**config.mk**
```make
export PLATFORM = sky130hd
export DESIGN_NAME = weight_pattern_gen
export DESIGN_NICKNAME = d
export VERILOG_FILES = /design/src/rtl/weight_pattern_gen.sv
export SDC_FILE = /design/constraint.sdc
export NUM_CORES = 1
export LEC_CHECK = 0
export BUFFER_PORTS_ARGS = -buffer_cell sky130_fd_sc_hd__buf_2
export CORE_MARGIN = 1
export CORE_UTILIZATION = 60
export CTS_BUF_LIST = sky130_fd_sc_hd__clkbuf_8
export DETAILED_ROUTE_END_ITERATION = 8
export PLACE_DENSITY_LB_ADDON = 0.15
export SLEW_MARGIN = 10
export SYNTH_ARGS = -nofsm -noshare
export SYNTH_HDL_FRONTEND = slang
export SYNTH_SLANG_ARGS = --single-unit
export TNS_END_PERCENT = 5
```
**constraint.sdc**
```tcl
create_clock -name clk -period 6.5 [get_ports clk]
set_input_delay 1.625 -clock clk [delete_from_list [all_inputs] [get_ports clk]]
set_output_delay 1.625 -clock clk [all_outputs]
set_load 0.01 [all_outputs]
```
**src/rtl/weight_pattern_gen.sv**
```systemverilog
// ---------------------------------------------------------------------------
// weight_pattern_gen
//
// Streams every WIDTH-bit word that holds exactly k ones, in ascending numeric
// order, one word per accepted transfer. It is the inverse of the ones-counter
// and can drive it directly as an exhaustive pattern source.
//
// Parameters
//   WIDTH     : width of the generated words
//   KW        : width of the weight input (2**KW must exceed WIDTH)
//
// Ports
//   clk       : clock, all state updates on the rising edge
//   reset     : asynchronous, active-low reset
//   i_start   : request a new enumeration (sampled in IDLE only)
//   i_weight  : requested number of ones k (sampled with i_start)
//   i_ready   : downstream accepts o_word this cycle
//   o_valid   : o_word holds a valid pattern
//   o_word    : current pattern, popcount == k
//   o_last    : o_word is the final pattern of the sequence
//   o_busy    : enumeration in progress (state is RUN)
//   o_done    : one-cycle pulse after the last word transfers
//   o_err     : one-cycle pulse when a start is rejected (k > WIDTH)
//   o_chk_err : sticky popcount self-check failure
//
// Handshake: a transfer happens on a rising edge where o_valid and i_ready are
// both 1. While o_valid is 1 and i_ready is 0, o_word and o_last hold steady.
// o_valid never drops without a transfer, except on reset.
//
// Build option
//   WPG_SELF_CHECK_EN : when defined, the popcount of every valid o_word is
//                       compared with the latched weight and any mismatch
//                       sets o_chk_err until reset. When undefined, o_chk_err
//                       is tied to 0. The port list is the same either way.
// ---------------------------------------------------------------------------
module weight_pattern_gen #(
   parameter int WIDTH = 16,
   parameter int KW    = 5
) (
   input  logic             clk,
   input  logic             reset,
   input  logic             i_start,
   input  logic [KW-1:0]    i_weight,
   input  logic             i_ready,
   output logic             o_valid,
   output logic [WIDTH-1:0] o_word,
   output logic             o_last,
   output logic             o_busy,
   output logic             o_done,
   output logic             o_err,
   output logic             o_chk_err
);

   localparam int TZW = $clog2(WIDTH);
   // Shift amount must reach tz + 2, which can exceed WIDTH-1.
   localparam int SHW = TZW + 2;
   localparam logic [WIDTH-1:0] ALL_ONES = '1;

   typedef enum logic {
      IDLE = 1'b0,
      RUN  = 1'b1
   } state_t;

   state_t           state_q, state_d;
   logic [WIDTH-1:0] word_q, word_d;
   logic [KW-1:0]    weight_q, weight_d;
   logic             done_q, done_d;
   logic             err_q, err_d;

   // Priority encoder: index of the lowest set bit. The loop runs high to low
   // so the lowest set bit is the last one written.
   function automatic logic [TZW-1:0] trailing_zeros(input logic [WIDTH-1:0] v);
      logic [TZW-1:0] idx;
      idx = '0;
      for (int i = WIDTH - 1; i >= 0; i--) begin
         if (v[i]) idx = TZW'(i);
      end
      return idx;
   endfunction

   // Next-pattern datapath (Gosper's hack without a divider).
   logic [WIDTH-1:0] lowest_bit;
   logic [WIDTH-1:0] ripple;
   logic [SHW-1:0]   shamt;
   logic [WIDTH-1:0] next_word;
   logic [WIDTH-1:0] first_word;
   logic [WIDTH-1:0] last_word;
   logic             is_last;
   logic             weight_bad;
   logic             xfer;

   always_comb begin
      lowest_bit = word_q & (~word_q + WIDTH'(1));
      ripple     = word_q + lowest_bit;
      shamt      = SHW'(trailing_zeros(lowest_bit)) + SHW'(2);
      next_word  = ((ripple ^ word_q) >> shamt) | ripple;
   end

   // First word: k ones at the bottom. Last word: k ones at the top.
   // Both shift forms give the right answer for k = 0 and k = WIDTH.
   assign first_word = ~(ALL_ONES << i_weight);
   assign last_word  = ~(ALL_ONES >> weight_q);
   assign is_last    = (word_q == last_word);
   assign weight_bad = (i_weight > KW'(WIDTH));
   assign xfer       = (state_q == RUN) && i_ready;

   // Next-state and datapath update.
   always_comb begin
      state_d  = state_q;
      word_d   = word_q;
      weight_d = weight_q;
      done_d   = 1'b0;
      err_d    = 1'b0;
      case (state_q)
         IDLE: begin
            if (i_start) begin
               if (weight_bad) begin
                  err_d = 1'b1;
               end else begin
                  state_d  = RUN;
                  word_d   = first_word;
                  weight_d = i_weight;
               end
            end
         end
         RUN: begin
            // i_start is deliberately ignored here.
            if (xfer) begin
               if (is_last) begin
                  state_d = IDLE;
                  word_d  = '0;
                  done_d  = 1'b1;
               end else begin
                  word_d  = next_word;
               end
            end
         end
         default: state_d = IDLE;
      endcase
   end

   always_ff @(posedge clk or negedge reset) begin
      if (!reset) begin
         state_q  <= IDLE;
         word_q   <= '0;
         weight_q <= '0;
         done_q   <= 1'b0;
         err_q    <= 1'b0;
      end else begin
         state_q  <= state_d;
         word_q   <= word_d;
         weight_q <= weight_d;
         done_q   <= done_d;
         err_q    <= err_d;
      end
   end

   assign o_valid = (state_q == RUN);
   assign o_busy  = (state_q == RUN);
   assign o_word  = word_q;
   // weight_q survives into IDLE, so o_last is gated by the state.
   assign o_last  = (state_q == RUN) && is_last;
   assign o_done  = done_q;
   assign o_err   = err_q;

`ifdef WPG_SELF_CHECK_EN
   function automatic logic [KW-1:0] popcount(input logic [WIDTH-1:0] v);
      logic [KW-1:0] cnt;
      cnt = '0;
      for (int i = 0; i < WIDTH; i++) begin
         cnt = cnt + KW'(v[i]);
      end
      return cnt;
   endfunction

   logic chk_err_q;

   // Sticky until reset; a new start does not clear it.
   always_ff @(posedge clk or negedge reset) begin
      if (!reset) begin
         chk_err_q <= 1'b0;
      end else if (o_valid && (popcount(word_q) != weight_q)) begin
         chk_err_q <= 1'b1;
      end
   end

   assign o_chk_err = chk_err_q;
`else
   assign o_chk_err = 1'b0;
`endif

endmodule

```
==> out/qor.csv, run 1 <==
metric;value;unit
hold_viol;0;
yosysTopAreaCellShare;0.187;
synth_edf_count;0;
place_congestion;0.953;
switchingPower;904;uW
fp.dieH;75.1;um
postCtsSetupBuffers;0;
nets;430;
yosys_warnings;0;
worstSetupStartpointType;flop;
dpl_cell_area;0.00323;mm2
die_area;0.00564;mm2
p_int;690;uW
grt_overflow_total;0;
grt_start_max_net_pins;25;
hpwlAfterDp;7500;um
die_w;75.1;um
synth.largest_area_cell;dfrtp_1;
viasPerCell;7.53;
min_path_type;reg2reg;
ys_ff_latch;24;
start_util;0.624;
final.setup_skew;5.83;ps
syn-mean-instance-area;7.44;um2
drtIter0Drc;658;
layout_min_cycle_time;4660;ps
p_sw_frac;0.567;
power.density;483;mW/mm2
synthTopCellsByArea;dfrtp_1 19%, nand2_1 4.7%, nor2_1 4.2%;
timing.final.crit_share;0.717;
syn_area;0.00321;mm2
core_area;0.00514;mm2
grtUsageTotal;0.387;
critPathRequiredTime;4880;ps
first_global_vias;3112;
comb_power_share;0.586;
async_flop_share;1.00;
end_kind;primary output;
grt_antenna_before_repair;0;
fill_cells;478;
syn_to_final_growth;2.93;%
syn_inst;431;
final_cell_mix;40 x nand2_1, 36 x nor2_1, 29 x buf_2, 26 x o21ai_0, 24 x dfrtp_1;
clock_latency;270;ps
rows;26;
clockBufferDepth;2;
ys_seq_area_frac;0.187;
synth_nets;440;
power.clock.fraction;0.086;
dr_total_vias;3691;
path_max_fanout;18;
ys.flop_type;dfrtp_1;
setup_tns;0;ps
cts_tree;done;
tightestPinTransition;838;ps
seqCellArea;601;um2
rsz0062_at_grt;false;
cap_violations;0;
htree_num_levels;1;
setup-violations-final;0;
clockRootBuffer;clkbuf_8;
drc;0;
fin_area;0.00330;mm2
worstPathArrival;3040;ps
critPathKind;reg2out;
io_pins;31;
diodes;0;
clock-sinks;24;
cts_hold_buf;0;
hold_ws;753;ps
antenna_left;0;
max_slew_margin;0.437;
peakVddDrop;0.301;mV
power.leakage;1.30;nW
gr-usage-met3;0.0576;
grt_use_met2;0.578;
synth.distinct_cells;82;
p_seq_frac;0.328;
max_freq;215;MHz
io_buffers;29;
slew_viol_final;0;
dr.pass1.iters;5;
ctsResizeCount;0;
use_met1;0.569;
clkTransAtPathRegs;90;ps
numCtsBuffers;3;
drive_gt1_frac;0.138;
drt-total-wl;10500;um
grt-busiest-layer;met2;
wl_per_cell;21.4;um
layout_commonest_cell;nand2_1;
status;finished clean;
grt_pass1_wl;16400;um
multi_input_area;0.00234;mm2
==> final timing paths <==
| kind | from | endpoint | slack, ps | cells after the start |
|---|---|---|---|---|
| worst max-delay path | weight_q[2] | o_last | 1840 | 8 |
| worst min-delay path | o_word[15] | o_word[15] | 750 | 1 |
| worst max register to register | o_word[3] | o_word[3] | 2700 | 8 |
| worst min register to register | o_word[15] | o_word[15] | 750 | 1 |
| max in group asynchronous | reset | weight_q[0] | 4760 | 1 |
| min in group asynchronous | reset | o_word[5] | 1350 | 1 |
==> cell families (layout without fill, tap and decap cells) <==
| family | Yosys count | count (layout) | share of synthesized area |
|---|---|---|---|
| AO/OA/AOI/OAI | 161 | 161 | 0.376 |
| XOR/XNOR | 2 | 2 | 0.00546 |
| buffers and inverters | 59 | 48 | 0.0842 |
| flip-flops | 24 | 24 | 0.187 |
| multiplexers | 22 | 22 | 0.0776 |
| other | 1 | 1 | 0.00117 |
| AND/OR/NAND/NOR | 162 | 162 | 0.268 |
==> power by group through the flow <==
stage	logic [mW]	registers (mW)	clock network, mW
floorplan	0.880	0.304	0
global placement	0.893	0.506	0
detailed placement	0.902	0.511	0
CTS	0.910	0.507	0.134
global route	1.01	0.543	0.141
finish	0.935	0.523	0.136
==> state kept, by name, indices dropped and copies added (netlist names) <==
| signal | cells |
|---|---|
| o_busy | 1 |
| o_done | 1 |
| o_err | 1 |
| o_word | 16 |
| weight_q | 5 |
==> per-stage QoR <==
stage	util	setup WS, ps	power, mW	cells
finish	0.642	1840	1.59	490
global route	0.642	1470	1.69	490
CTS	0.642	1870	1.55	490
detailed placement	0.629	2180	1.41	486
global placement	0.629	2280	1.40	486
floorplan	-	2680	1.18	431
==> per-layer routing <==
metal	vias up	part of all wire	routed length (um)
met5	-	0	0
met4	0	0.041	431
met3	64	0.11	1140
met2	281	0.43	4480
met1	1710	0.42	4430
li1	1636	-	-
==> cell usage after synthesis, drive strengths merged (5+ instances only) <==
library cell,number
a21oi,21
a31oi,7
a211oi,5
a32oi,6
o31ai,6
and3,6
nand2b,9
nor4,9
nand3,13
nor2,37
o22ai,7
buf,21
mux2i,11
nand2,40
dfrtp,24
a21boi,5
inv,13
nor3,19
o21a,7
and2,6
o211ai,12
o21ai,30
mux2,10
clkbuf,24
==> worst max-delay path, stage by stage, from the launching register on <==
cell	delay (ps)
dfrtp_1	660
or3b_1	390
a2111oi_0	380
nor3_1	100
or4_1	620
nor2_2	280
nand2_1	130
inv_1	80
buf_2	120
==> final cells by class <==
| class | count | share of cell area |
|---|---|---|
| clock inverters | 1 | 0.00909 |
| repair buffers | 30 | 0.0462 |
| clock buffers | 3 | 0.0125 |
| inverters | 14 | 0.0159 |
| multi-input cells | 348 | 0.708 |
| flip-flops and latches | 24 | 0.182 |
| well taps | 70 | 0.0265 |
(Power assumes the default switching activity.)
==> run 2, diff against run 1 <==
--- a/config.mk
+++ b/config.mk
@@ -5,6 +5,7 @@
 export SDC_FILE = /design/constraint.sdc
 export NUM_CORES = 1
 export LEC_CHECK = 0
+export ABC_AREA = 1
 export BUFFER_PORTS_ARGS = -buffer_cell sky130_fd_sc_hd__buf_2
 export CORE_MARGIN = 1
 export CORE_UTILIZATION = 60
==> constraint.sdc (replaced) <==
create_clock -name clk -period 4.8 [get_ports clk]
set_input_delay 1.2 -clock clk [delete_from_list [all_inputs] [get_ports clk]]
set_output_delay 1.2 -clock clk [all_outputs]
set_load 0.01 [all_outputs]
==> run 2 against run 1 <==
Wire length up 6.8%. Clock power barely moved. Sequential cell count is the same. Synthesized area increased by 8.7%. Register-to-register slack worse by 900 ps. Largest power group unchanged.
==> out/qor.csv, run 2 <==
metric;value;unit;change
hold_viol;0;;unchanged
rsz0062_at_grt;false;;
tightestPinTransition;576;ps;-262 ps
synth_common_cells;179 x nand2_1, 77 x nor2_1, 64 x nand3_1, 55 x inv_1, 38 x a21oi_1;;
grt_pass1_wl;17900;um;+9.2%
synth-simple-area-share;0.537;;+0.268
max_freq;282;MHz;
power.density;599;mW/mm2;+24%
cap_violations;0;;unchanged
ctsResizeCount;0;;unchanged
synthMuxAreaShare;0;;-0.0776
drt-total-wl;11200;um;+6.8%
seqCellArea;601;um2;unchanged
syn_to_final_growth;4.63;%;
cts_hold_buf;0;;unchanged
setup_tns;0;ps;unchanged
dr_total_vias;4126;;+12%
yosys_warnings;0;;unchanged
grt_antenna_before_repair;0;;unchanged
core_area;0.00554;mm2;+7.8%
grt_start_max_net_pins;25;;unchanged
grt_overflow_total;0;;unchanged
path_cells;nor2_1, inv_1, nor2_1, inv_1, o31ai_1, nand2_1, nor3b_1, nand4_1, nor2_1, buf_2;;
layout_commonest_cell;nand2_1;;
final.setup_skew;2.22;ps;-3.61 ps
drc;0;;unchanged
fin_util;0.658;;+0.0159
drtIter0Drc;326;;-50%
path_delay_family;simple AND/OR/NAND/NOR gates;;
power;2.18;mW;+37%
synth.largest_area_cell;nand2_1;;
nets;631;;+47%
clockRootBuffer;clkbuf_8;;
largest_register_ffs;16;;unchanged
synth_top_family_by_area;simple AND/OR/NAND/NOR gates;;
multi_input_area;0.00247;mm2;+5.7%
fill_cells;576;;+21%
place_congestion;1.01;;+6.5%
power.leakage;2.02;nW;+55%
syn_inst;608;;+41%
clockBufferDepth;2;;unchanged
first_global_vias;3736;;+20%
slowest_stage;dfrtp_1;;
io_buffers;29;;unchanged
ys_seq_area_frac;0.172;;-0.0149
drive_gt1_frac;0.172;;+0.0342
clock-sinks;24;;unchanged
yosysTopAreaCellShare;0.193;;+0.00554
hpwlAfterDp;9080;um;+21%
grtUsageTotal;0.375;;-0.0120
met3WireLength;959;um;-16%
dr.pass1.iters;5;;unchanged
synth_compound_area_frac;0.131;;-0.245
cts_tree;done;;
clkTransAtPathRegs;80;ps;about the same
worstPathArrival;2340;ps;-700 ps
end_kind;primary output;;
final_cell_mix;179 x nand2_1, 77 x nor2_1, 64 x nand3_1, 55 x inv_1, 38 x a21oi_1;;
syn-mean-instance-area;5.73;um2;-23%
layout_min_cycle_time;3540;ps;
path_common_cell;nor2_1;;
viasPerCell;5.95;;-21%
critPathRequiredTime;3600;ps;-1280 ps
synth_edf_count;0;;unchanged
synthTopCellsByArea;nand2_1 19%, dfrtp_1 17%, nand3_1 9.2%;;
timing.final.crit_share;0.738;;
htree_num_levels;1;;unchanged
diodes;0;;unchanged
critPathKind;reg2out;;
min_path_type;reg2reg;;
yosysMostFrequentCell;nand2_1;;
wl_met1;4620;um;+4.4%
peakVddDrop;0.429;mV;+42%
crit_buf_inv;3;;+1
path_max_fanout;5;;-13
synth_nets;617;;+40%
top_layer;met4;;
synth_xor_area_frac;0.0402;;+0.0347
postCtsSetupBuffers;0;;unchanged
antenna_left;0;;unchanged
ys_ff_latch;24;;unchanged
worstSetupStartpointType;flop;;
synthAdderAreaFrac;0;;unchanged
slew_viol_final;0;;unchanged
setup-violations-final;0;;unchanged
die_area;0.00612;mm2;+8.4%
rows;27;;+3.8%
clock_latency;270;ps;about the same
numCtsBuffers;3;;unchanged
ys.flop_type;dfrtp_1;;
die_w;78.2;um;+4.1%
synth.distinct_cells;40;;-51%
syn_area;0.00349;mm2;+8.7%
io_pins;31;;unchanged
start_util;0.629;;+0.00503
wl_per_cell;16.1;um;-24%
wl_met2;5290;um;+18%
fp.dieH;78.2;um;+4.1%
status;finished clean;;
max_stage_delay;420;ps;-240 ps
async_flop_share;1.00;;unchanged
max_slew_margin;0.615;;+0.178
[run 2: cell count changes in the layout (fill, tap and decap cells not counted), moves of 14 or more]
| cell | change |
|---|---|
| xor2_1 | +14 |
| nand3_1 | +51 |
| a21oi_1 | +17 |
| nand2_1 | +139 |
| inv_1 | +42 |
| nor3_1 | -14 |
| nor2_1 | +41 |
| inv_2 | +18 |
| nand2_2 | +16 |
[run 2: cell type report]
class | instances | share of cell area
clock buffer | 4 | 0.0151
inverter | 74 | 0.0765
multi-input combinational | 489 | 0.677
sequential | 24 | 0.165
tap | 72 | 0.0247
timing repair buffer | 30 | 0.0419
[run 2: power by group]
| part | switching (mW) | internal [mW] |
|---|---|---|
| clock network | 0.0619 | 0.0732 |
| logic | 1.05 | 0.504 |
| registers | 0.222 | 0.278 |
| total | 1.33 | 0.855 |
[run 2: worst min-delay path, cell delays in order, from the launching register on]
cell and delay (ps):
dfrtp_1 420, inv_1 100, o21ai_0 110
[run 2: worst paths after layout]
kind                                   from     endpoint  slack [ps]  cells after the start
worst min register to register  weight_q[2]  weight_q[2]         680                      2
worst max-delay path            weight_q[3]       o_last        1260                     10
worst min-delay path            weight_q[2]  weight_q[2]         680                      2
max in group asynchronous             reset   o_word[12]        3540                      1
worst max register to register    o_word[4]   o_word[13]        1800                     17
min in group asynchronous             reset        o_err         900                      1
[run 2: cell families after synthesis]
| group | count (synthesis) |
|---|---|
| DFF | 24 |
| other | 1 |
| AOI/OAI and AO/OA | 82 |
| and+or+nand+nor | 390 |
| xor gates and xnor gates | 16 |
| buffers and inverters | 95 |
[run 2: routing by layer]
| layer | vias up | GRT usage |
|---|---|---|
| li1 | 1986 | - |
| met2 | 246 | 0.652 |
| met1 | 1860 | 0.488 |
| met5 | - | 0 |
| met4 | 0 | 0.130 |
| met3 | 34 | 0.0291 |
[run 2: metrics by stage]
step | hold WS, ps | cell area [um2] | std cells | worst slack (ps)
after floorplan | 571 | 3490 | 608 | 1880
after detailed placement | 654 | 3590 | 689 | 1220
after global placement | 660 | 3590 | 689 | 1280
final | 681 | 3650 | 693 | 1260
after global routing | 699 | 3650 | 693 | 1100
after CTS | 665 | 3650 | 693 | 1280
